## config.mk

```make
export PLATFORM = sky130hd
export DESIGN_NAME = async_multi_sync
export DESIGN_NICKNAME = d
export VERILOG_FILES = /design/src/rtl/async_pkg.sv /design/src/rtl/async_sync_chain.sv /design/src/rtl/async_multi_sync.sv
export SDC_FILE = /design/constraint.sdc
export NUM_CORES = 1
export LEC_CHECK = 0
export ABC_AREA = 1
export CORE_AREA = 3 3 40 42
export CTS_BUF_LIST = sky130_fd_sc_hd__clkbuf_4 sky130_fd_sc_hd__clkbuf_8
export CTS_CLUSTER_SIZE = 24
export DETAILED_ROUTE_END_ITERATION = 8
export DIE_AREA = 0 0 43 45
export PLACE_DENSITY = 0.8
export SYNTH_ARGS = -nofsm -noshare
export SYNTH_HDL_FRONTEND = slang
export SYNTH_SLANG_ARGS = --single-unit
```

## constraint.sdc

```tcl
create_clock -name clk -period 1.9 [get_ports clk]
set_clock_uncertainty 0.1 [all_clocks]
set_input_delay 0.38 -clock clk [delete_from_list [all_inputs] [get_ports clk]]
set_output_delay 0.38 -clock clk [all_outputs]
set_load 0.005 [all_outputs]
```

## src/rtl/async_pkg.sv

```systemverilog
// rtl/async_pkg.sv - shared defaults and helpers for asynchronous-input synchronisers
package async_pkg;

    localparam int DEF_SYNC_STAGES = 2;
    localparam int DEF_FILTER_CYC  = 4;

    // Ceiling log2, never narrower than one bit so counters stay declarable.
    function automatic int clog2(input int value);
        int width;
        width = 1;
        while ((1 << width) < value) begin
            width = width + 1;
        end
        return width;
    endfunction

endpackage

```

## src/rtl/async_sync_chain.sv

```systemverilog
// rtl/async_sync_chain.sv - single-channel N-stage flop synchroniser with configurable reset bit
module async_sync_chain
    import async_pkg::*;
#(
    parameter int   SYNC_STAGES = DEF_SYNC_STAGES,
    parameter logic RST_BIT     = 1'b0
) (
    input  logic clk,
    input  logic rst_n,
    input  logic async_i,
    output logic sync_o
);

    logic [SYNC_STAGES-1:0] s;

    always_ff @(posedge clk or negedge rst_n) begin
        if (!rst_n) begin
            s <= {SYNC_STAGES{RST_BIT}};
        end else begin
            s <= {s[SYNC_STAGES-2:0], async_i};
        end
    end

    assign sync_o = s[SYNC_STAGES-1];

endmodule

```

## src/rtl/async_multi_sync.sv

```systemverilog
// rtl/async_multi_sync.sv - multi-channel level synchroniser with edge pulses
// Optional glitch filter compiled in with ASYNC_MULTI_SYNC_FILTER_EN.
module async_multi_sync
    import async_pkg::*;
#(
    parameter int                CH_NUM      = 4,
    parameter int                SYNC_STAGES = DEF_SYNC_STAGES,
    parameter logic [CH_NUM-1:0] RST_VAL     = {CH_NUM{1'b0}},
    parameter int                FILTER_CYC  = DEF_FILTER_CYC
) (
    input  logic              clk,
    input  logic              rst_n,
    input  logic [CH_NUM-1:0] async_i,
    output logic [CH_NUM-1:0] sync_o,
    output logic [CH_NUM-1:0] rise_o,
    output logic [CH_NUM-1:0] fall_o,
    output logic [CH_NUM-1:0] edge_o
);

    if (CH_NUM < 1) begin : g_bad_ch_num
        $error("async_multi_sync: CH_NUM must be at least 1");
    end
    if (SYNC_STAGES < 2) begin : g_bad_sync_stages
        $error("async_multi_sync: SYNC_STAGES must be at least 2");
    end
    if (FILTER_CYC < 1) begin : g_bad_filter_cyc
        $error("async_multi_sync: FILTER_CYC must be at least 1");
    end

    logic [CH_NUM-1:0] chain_out;
    logic [CH_NUM-1:0] lvl;
    logic [CH_NUM-1:0] prev;

    for (genvar g = 0; g < CH_NUM; g++) begin : g_ch
        async_sync_chain #(
            .SYNC_STAGES (SYNC_STAGES),
            .RST_BIT     (RST_VAL[g])
        ) u_chain (
            .clk     (clk),
            .rst_n   (rst_n),
            .async_i (async_i[g]),
            .sync_o  (chain_out[g])
        );

`ifdef ASYNC_MULTI_SYNC_FILTER_EN
        localparam int CNT_W = clog2(FILTER_CYC);
        localparam logic [CNT_W-1:0] CNT_LAST = CNT_W'(FILTER_CYC - 1);

        logic [CNT_W-1:0] cnt;
        logic             lvl_r;

        // The counter only advances while the chain disagrees with the filtered
        // level, so any disagreement shorter than FILTER_CYC cycles is dropped.
        always_ff @(posedge clk or negedge rst_n) begin
            if (!rst_n) begin
                cnt   <= '0;
                lvl_r <= RST_VAL[g];
            end else if (chain_out[g] == lvl_r) begin
                cnt   <= '0;
            end else if (cnt == CNT_LAST) begin
                cnt   <= '0;
                lvl_r <= chain_out[g];
            end else begin
                cnt   <= cnt + 1'b1;
            end
        end

        assign lvl[g] = lvl_r;
`else
        assign lvl[g] = chain_out[g];
`endif
    end

    always_ff @(posedge clk or negedge rst_n) begin
        if (!rst_n) begin
            prev <= RST_VAL;
        end else begin
            prev <= lvl;
        end
    end

    // lvl and prev share a reset value, so reset entry and exit never pulse.
    assign sync_o = lvl;
    assign rise_o = lvl & ~prev;
    assign fall_o = ~lvl & prev;
    assign edge_o = rise_o | fall_o;

endmodule

```

==> run metrics, run 1 <==
outcome finished clean; switching power total 112 uW; clock transition at the registers of the reported paths 0.07 ns; number of synthesized flops with an enable pin 0; CP Cell Sequence buf_4 -> buf_4 -> clkdlybuf4s50_1; CTS tree built; hold path startpoint g_ch[0].u_chain.s[0]; fin nets 76; largest fanout on the critical path 2; CP startpoint kind flip-flop; total power 544 uW; Post-DRT Antenna Nets 0; post-place setup slack 0.202 ns; Post-Syn Instances 36; proportion of synthesized area in mux cells 0%; utilization after layout 57.6%; post-synthesis sequential area ratio 63.2%; Hold Crit Depth 0; Sw Ratio 20.7%; area occupied by multi-input gates 100 um2; final wirelength 697 um; fraction of the mapped netlist area in simple logic gates 0%; htree depth 1; setup TNS 0 ns; top-area cell type share of the netlist area 63.2%; f_max 0.550 GHz; main combinational cell family by area after synthesis adder cells; core area 0.00128 mm2; Compound-Gate Fraction of Synth Area 0%; PwrDens 735 mW/mm2; largest cells by area after synthesis dfrtp_1, ha_1, inv_1; CP arrival 1.34 ns; part of the power in combinational logic 13.5%; HPWL after DPL 489 um; row count 13; Crit path max-delay family buffers and inverters; Post-Synth Adder-Cell Area 21.1%; Hold Path Class flip-flop to flip-flop; Final min period 1.82 ns; area growth from synthesis to layout 55.8%; Final Cycle Share 95.7%; post-synth cell types 4; worst r2r path cells 2; largest net degree at the start of global routing 13; Via density 3.75; GPL Wtd Cong 0.601; CP dominant cell by count buf_4; Clock Latency Late Sink 0.27 ns; Syn Nets 50; Die W 43 um; CP required 1.42 ns; max-slew violation count 0; sequential share of power 50.5%; CTS Buffer Depth 2; CTS buffer count 3; initial DRC count 0; WL/cell 9.17 um; Hold Path End g_ch[0].u_chain.s[1]; Setup violations, final 0; Overflow after GRT 0; Ant. Diodes 0; I/O Pins 22; critical path type flip-flop to primary output; Max-cap violations 0; clock share of power 36.0%; slowest CP cell clkdlybuf4s50_1; Synth Flop Type dfrtp_1; register cell area after layout 300 um2; final setup margin 0.0809 ns; xor/xnor share of the synthesized area 0%; WP buf/inv 3; Pleak 0.440 nW; Syn. warnings 0; antenna violations before repair 0; Die Ht 45 um; CP Capture Type primary output; global-route wire length before repair 1210 um; final instance area 741 um2; Post-Place Cells 68; WP depth 3; Post-synth top cells dfrtp_1, inv_1, ha_1, buf_4; biggest cell delay along the critical path 0.43 ns; Die Area 0.00194 mm2; vias 285; initial core utilization 37.0%; DRC Markers 0; worst-margin pin slew 0.502 ns; clk sinks 12; share of cells above drive strength 1 13.1%; Post-Route Hold Slack 0.243 ns; Async S/R FF share, synth 100%; internal power 432 uW; register-to-register setup slack 1.06 ns; FF-to-FF End prev[0]; RR Startpoint g_ch[0].u_chain.s[1]; Worst slew margin 66.4%; port bufs 21; unrepaired setup endpoints after global routing false; vias in the first global route 281; Final Hold Vio Count 0; root buf cell clkbuf_4; DRT Pass-1 Iters 1; VDD IR-drop max 0.470 mV; layout filler cell count 107; Post-Synthesis Cell Area 475 um2; Synth area leader dfrtp_1; Syn Area/Cell 13.2 um2; GRT Total Usage 9.11%; fin cells 76; placed inst area 674 um2; Synth Register Bits 12
==> final cells by class <==
| cell class | count | area share, % |
|---|---|---|
| sequential | 12 | 40.5 |
| timing repair buffer | 25 | 32.4 |
| multi-input combinational | 8 | 13.5 |
| inverter | 12 | 6.08 |
| clock buffer | 4 | 4.90 |
| tap | 15 | 2.53 |
==> logic make-up (layout without fill, tap and decap cells) <==
group | after synthesis | after routing
buf+inv | 16 | 41
flops | 12 | 12
fa+ha+maj | 8 | 8
==> per-layer routing <==
metal  share of wire (%)  GRT usage, %  up-vias
met2                  52          15.0       15
met1                  35          9.25      122
li1                    -             -      146
met4                 1.3          3.61        0
met3                  11          5.98        2
met5                   0             0        -
==> registers in the layout (all words and copies together), names as in the netlist <==
| register | cells |
|---|---|
| g_ch.u_chain.s | 8 |
| prev | 4 |
==> worst max path at each step <==
| stage | start | endpoint | slack (ns) |
|---|---|---|---|
| 3_5_place_dp | g_ch[0].u_chain.s[1] | edge_o[0] | 0.20 |
| 2_1_floorplan | g_ch[0].u_chain.s[1] | edge_o[0] | 0.71 |
| 4_1_cts | g_ch[1].u_chain.s[1] | fall_o[1] | 0.02 |
| 6_report | g_ch[0].u_chain.s[1] | sync_o[0] | 0.08 |
| 3_3_place_gp | g_ch[1].u_chain.s[1] | edge_o[1] | 0.22 |
| 5_1_grt | g_ch[0].u_chain.s[1] | sync_o[0] | 0.02 |
==> placed cells by master (no fill, tap or decap) <==
cell type and count:
buf_4 4, ha_1 8, dlygate4sd2_1 6, clkdlybuf4s50_1 12, dlymetal6s2s_1 3, clkbuf_4 3
clkbuf_8 1, inv_1 12, dfrtp_1 12
==> worst reg2reg max path, cell delays in order, from the launching register on <==
cell and delay, ns:
dfrtp_1 0.38, buf_4 0.13, buf_4 0.12
==> what timing repair did <==
action                     in CTS  in global routing
hold buffers                    0                  0
buffers inserted                4                  0
pin swaps                       0                  0
gates resized for setup         6                  3
gates cloned                    0                  0
setup endpoints to repair       4                  3
==> power groups by stage <==
stage / clock, mW / combinational (mW) / sequential, mW
after floorplan: 0 / 0.0244 / 0.279
after detailed placement: 0 / 0.0765 / 0.281
after CTS: 0.205 / 0.0756 / 0.275
final: 0.196 / 0.0735 / 0.275
after global placement: 0 / 0.0753 / 0.280
after global routing: 0.213 / 0.0836 / 0.277
No activity file was read; power rests on OpenSTA's default activity.
==> run 2: changes to the inputs <==
PLACE_DENSITY = 0.77   (was 0.8)
SYNTH_HIERARCHICAL = 1   (was not set)
==> run 2 against run 1 <==
Against the previous run:
- clock power is essentially flat
- final cell count is the same
- wire length shrank 1.9%
- setup slack gained 0.0016 ns
- core utilization shrank 0.19 points
- cell area shrank 0.34%
- non-clock buffer count is the same
- critical path depth is the same
- via count grew 6.3%
- register-to-register slack gained 0.11 ns
- area after synthesis shrank 6.3%
- critical endpoint is now fall_o[0]
==> run metrics, run 2 <==
global-route wire length before repair 1010 um (was 1210 um); Die Ht 45 um (unchanged); CTS Buffer Depth 2 (unchanged); share of cells above drive strength 1 13.1% (unchanged); VDD IR-drop max 0.479 mV (was 0.470 mV); f_max 0.550 GHz (about the same); worst r2r path cells 1 (was 2); Post-Place Cells 68 (unchanged); CP Capture Type primary output (unchanged); final instance area 738 um2 (was 741 um2); worst-margin pin slew 0.495 ns (was 0.502 ns); utilization after layout 57.4% (was 57.6%); RR Startpoint g_ch[3].u_chain/s[1] (was g_ch[0].u_chain.s[1]); Syn Area/Cell 13.9 um2 (was 13.2 um2); clk sinks 12 (unchanged); initial core utilization 34.7% (was 37.0%); htree depth 1 (unchanged); Die Area 0.00194 mm2 (unchanged); CTS buffer count 3 (unchanged); Syn. warnings 6 (was 0); Synth Flop Type dfrtp_1 (unchanged); DRT Pass-1 Iters 1 (unchanged); Final Hold Vio Count 0 (unchanged); Hold Path Class flip-flop to flip-flop (unchanged); max-slew violation count 0 (unchanged); CTS tree built (unchanged); Post-Synth Adder-Cell Area 22.5% (was 21.1%); most common cell after layout, fill and taps aside clkdlybuf4s50_1; Largest Register g_ch.u_chain/s (was g_ch.u_chain.s); fin cells 76 (unchanged); Post-DRT Antenna Nets 0 (unchanged); Post-synth top cells dfrtp_1, inv_1, ha_1 (was dfrtp_1, inv_1, ha_1, buf_4); Overflow after GRT 0 (unchanged); main combinational cell family by area after synthesis adder cells (unchanged); Worst slew margin 66.9% (was 66.4%); largest net degree at the start of global routing 13 (unchanged); Synth area leader dfrtp_1 (unchanged); port bufs 21 (unchanged); fin nets 76 (unchanged); vias in the first global route 254 (was 281); Post-Syn Instances 32 (was 36); CP required 1.42 ns (about the same); Setup violations, final 0 (unchanged); final wirelength 684 um (was 697 um); critical path type flip-flop to primary output (unchanged); total power 544 uW (about the same); Compound-Gate Fraction of Synth Area 0% (unchanged); post-place setup slack 0.139 ns (was 0.202 ns); antenna violations before repair 0 (unchanged); Final Cycle Share 95.7% (about the same); Syn Nets 46 (was 50); outcome finished clean (unchanged); proportion of synthesized area in mux cells 0% (unchanged); area growth from synthesis to layout 65.7% (was 55.8%); final setup margin 0.0825 ns (was 0.0809 ns); core area 0.00128 mm2 (unchanged); Post-Synthesis Cell Area 445 um2 (was 475 um2); fraction of the mapped netlist area in simple logic gates 0% (unchanged); register-to-register setup slack 1.17 ns (was 1.06 ns); Post-Route Hold Slack 0.243 ns (about the same); most frequent cells in the layout clkdlybuf4s50_1, inv_1, dfrtp_1 (was inv_1, dfrtp_1, clkdlybuf4s50_1); xor/xnor share of the synthesized area 0% (unchanged); number of synthesized flops with an enable pin 0 (unchanged); largest cells by area after synthesis dfrtp_1, ha_1, inv_1 (unchanged); biggest registers after layout g_ch.u_chain/s: 8 flops, prev: 4 flops (was g_ch.u_chain.s: 8 flops, prev: 4 flops); start point of the critical path g_ch[0].u_chain/s[1] (was g_ch[0].u_chain.s[1]); vias 303 (was 285); initial DRC count 0 (unchanged); post-synthesis sequential area ratio 67.4% (was 63.2%); CP arrival 1.34 ns (about the same); CP Capture Point fall_o[0] (was sync_o[0]); root buf cell clkbuf_4 (unchanged); Ant. Diodes 0 (unchanged); DRC Markers 0 (unchanged); max reg flops 8 (unchanged); Via density 3.99 (was 3.75); FF-to-FF End prev[3] (was prev[0]); GRT Total Usage 7.49% (was 9.11%); Synth Register Bits 12 (unchanged); WL/cell 9.00 um (was 9.17 um); GPL Wtd Cong 0.616 (was 0.601); Pleak 0.426 nW (was 0.440 nW); post-synth cell types 3 (was 4); Max-cap violations 0 (unchanged); I/O Pins 22 (unchanged); placed inst area 674 um2 (unchanged); PwrDens 738 mW/mm2 (was 735 mW/mm2); unrepaired setup endpoints after global routing false (unchanged); setup TNS 0 ns (unchanged); top-area cell type share of the netlist area 67.4% (was 63.2%); Final min period 1.82 ns (about the same); largest fanout on the critical path 2 (unchanged); clock transition at the registers of the reported paths 0.08 ns (was 0.07 ns); CP startpoint kind flip-flop (unchanged); Die W 43 um (unchanged); Async S/R FF share, synth 100% (unchanged); row count 13 (unchanged); Clock Latency Late Sink 0.26 ns (was 0.27 ns); HPWL after DPL 546 um (was 489 um)
-- run 2: cell count changes after synthesis --
| cell | previous run | this run |
|---|---|---|
| buf_4 | 4 | 0 |
-- run 2: final cells by class --
class	instances	area [um2]
Multi-Input combinational cell	8	100
Tap cell	15	18.8
Fill cell	117	547
Timing Repair Buffer	25	238
Clock buffer	4	36.3
Inverter	12	45.0
Sequential cell	12	300
-- run 2: kinds of logic (layout without fill, tap and decap cells) --
| family | count (synthesis) | count (layout) |
|---|---|---|
| adders and majority gates | 8 | 8 |
| buffers and inverters | 12 | 41 |
| DFF | 12 | 12 |
-- run 2: worst min-delay path by stage --
stage,endpoint,start,depth (start not counted),slack [ns]
2_1_floorplan,g_ch[0].u_chain/s[0],rst_n,0,-0.02
5_1_grt,g_ch[0].u_chain/s[1],g_ch[0].u_chain/s[0],0,0.25
3_5_place_dp,g_ch[3].u_chain/s[1],g_ch[3].u_chain/s[0],0,0.24
3_3_place_gp,g_ch[0].u_chain/s[1],g_ch[0].u_chain/s[0],0,0.23
6_report,g_ch[3].u_chain/s[1],g_ch[3].u_chain/s[0],0,0.24
4_1_cts,g_ch[3].u_chain/s[1],g_ch[3].u_chain/s[0],0,0.25
-- run 2: layer usage --
metal  track usage, %  vias to the layer above  wire [um]
met2             11.7                       13        360
met5                0                        -          0
met1             7.97                      140        249
met3             3.59                        2         66
met4             5.42                        0          8
li1                 -                      148          -
-- run 2: timing repair --
action / 4_1_cts / 5_1_grt
endpoints found under the hold margin: 0 / 0
gates cloned: 0 / 0
setup buffers: 4 / 0
hold buffers: 0 / 0
gates resized for setup: 6 / 2
endpoints found under the setup margin: 4 / 2
-- run 2: power breakdown --
group | total, mW | internal, mW | leakage, nW | switching, mW
registers | 0.274 | 0.268 | 0.140 | 0.00553
clock network | 0.195 | 0.116 | 0.0210 | 0.0792
logic | 0.0753 | 0.0480 | 0.265 | 0.0273
-- run 2: critical path: stages (launching register included) --
cell and delay (ns):
dfrtp_1 0.38, inv_1 0.06, ha_1 0.14, clkdlybuf4s50_1 0.49
==> run 3: changes to the inputs <==
CAP_MARGIN = 20   (was not set)
==> results of run 3 <==
The final DEF is identical to that of run 2; final timing and power are the same.
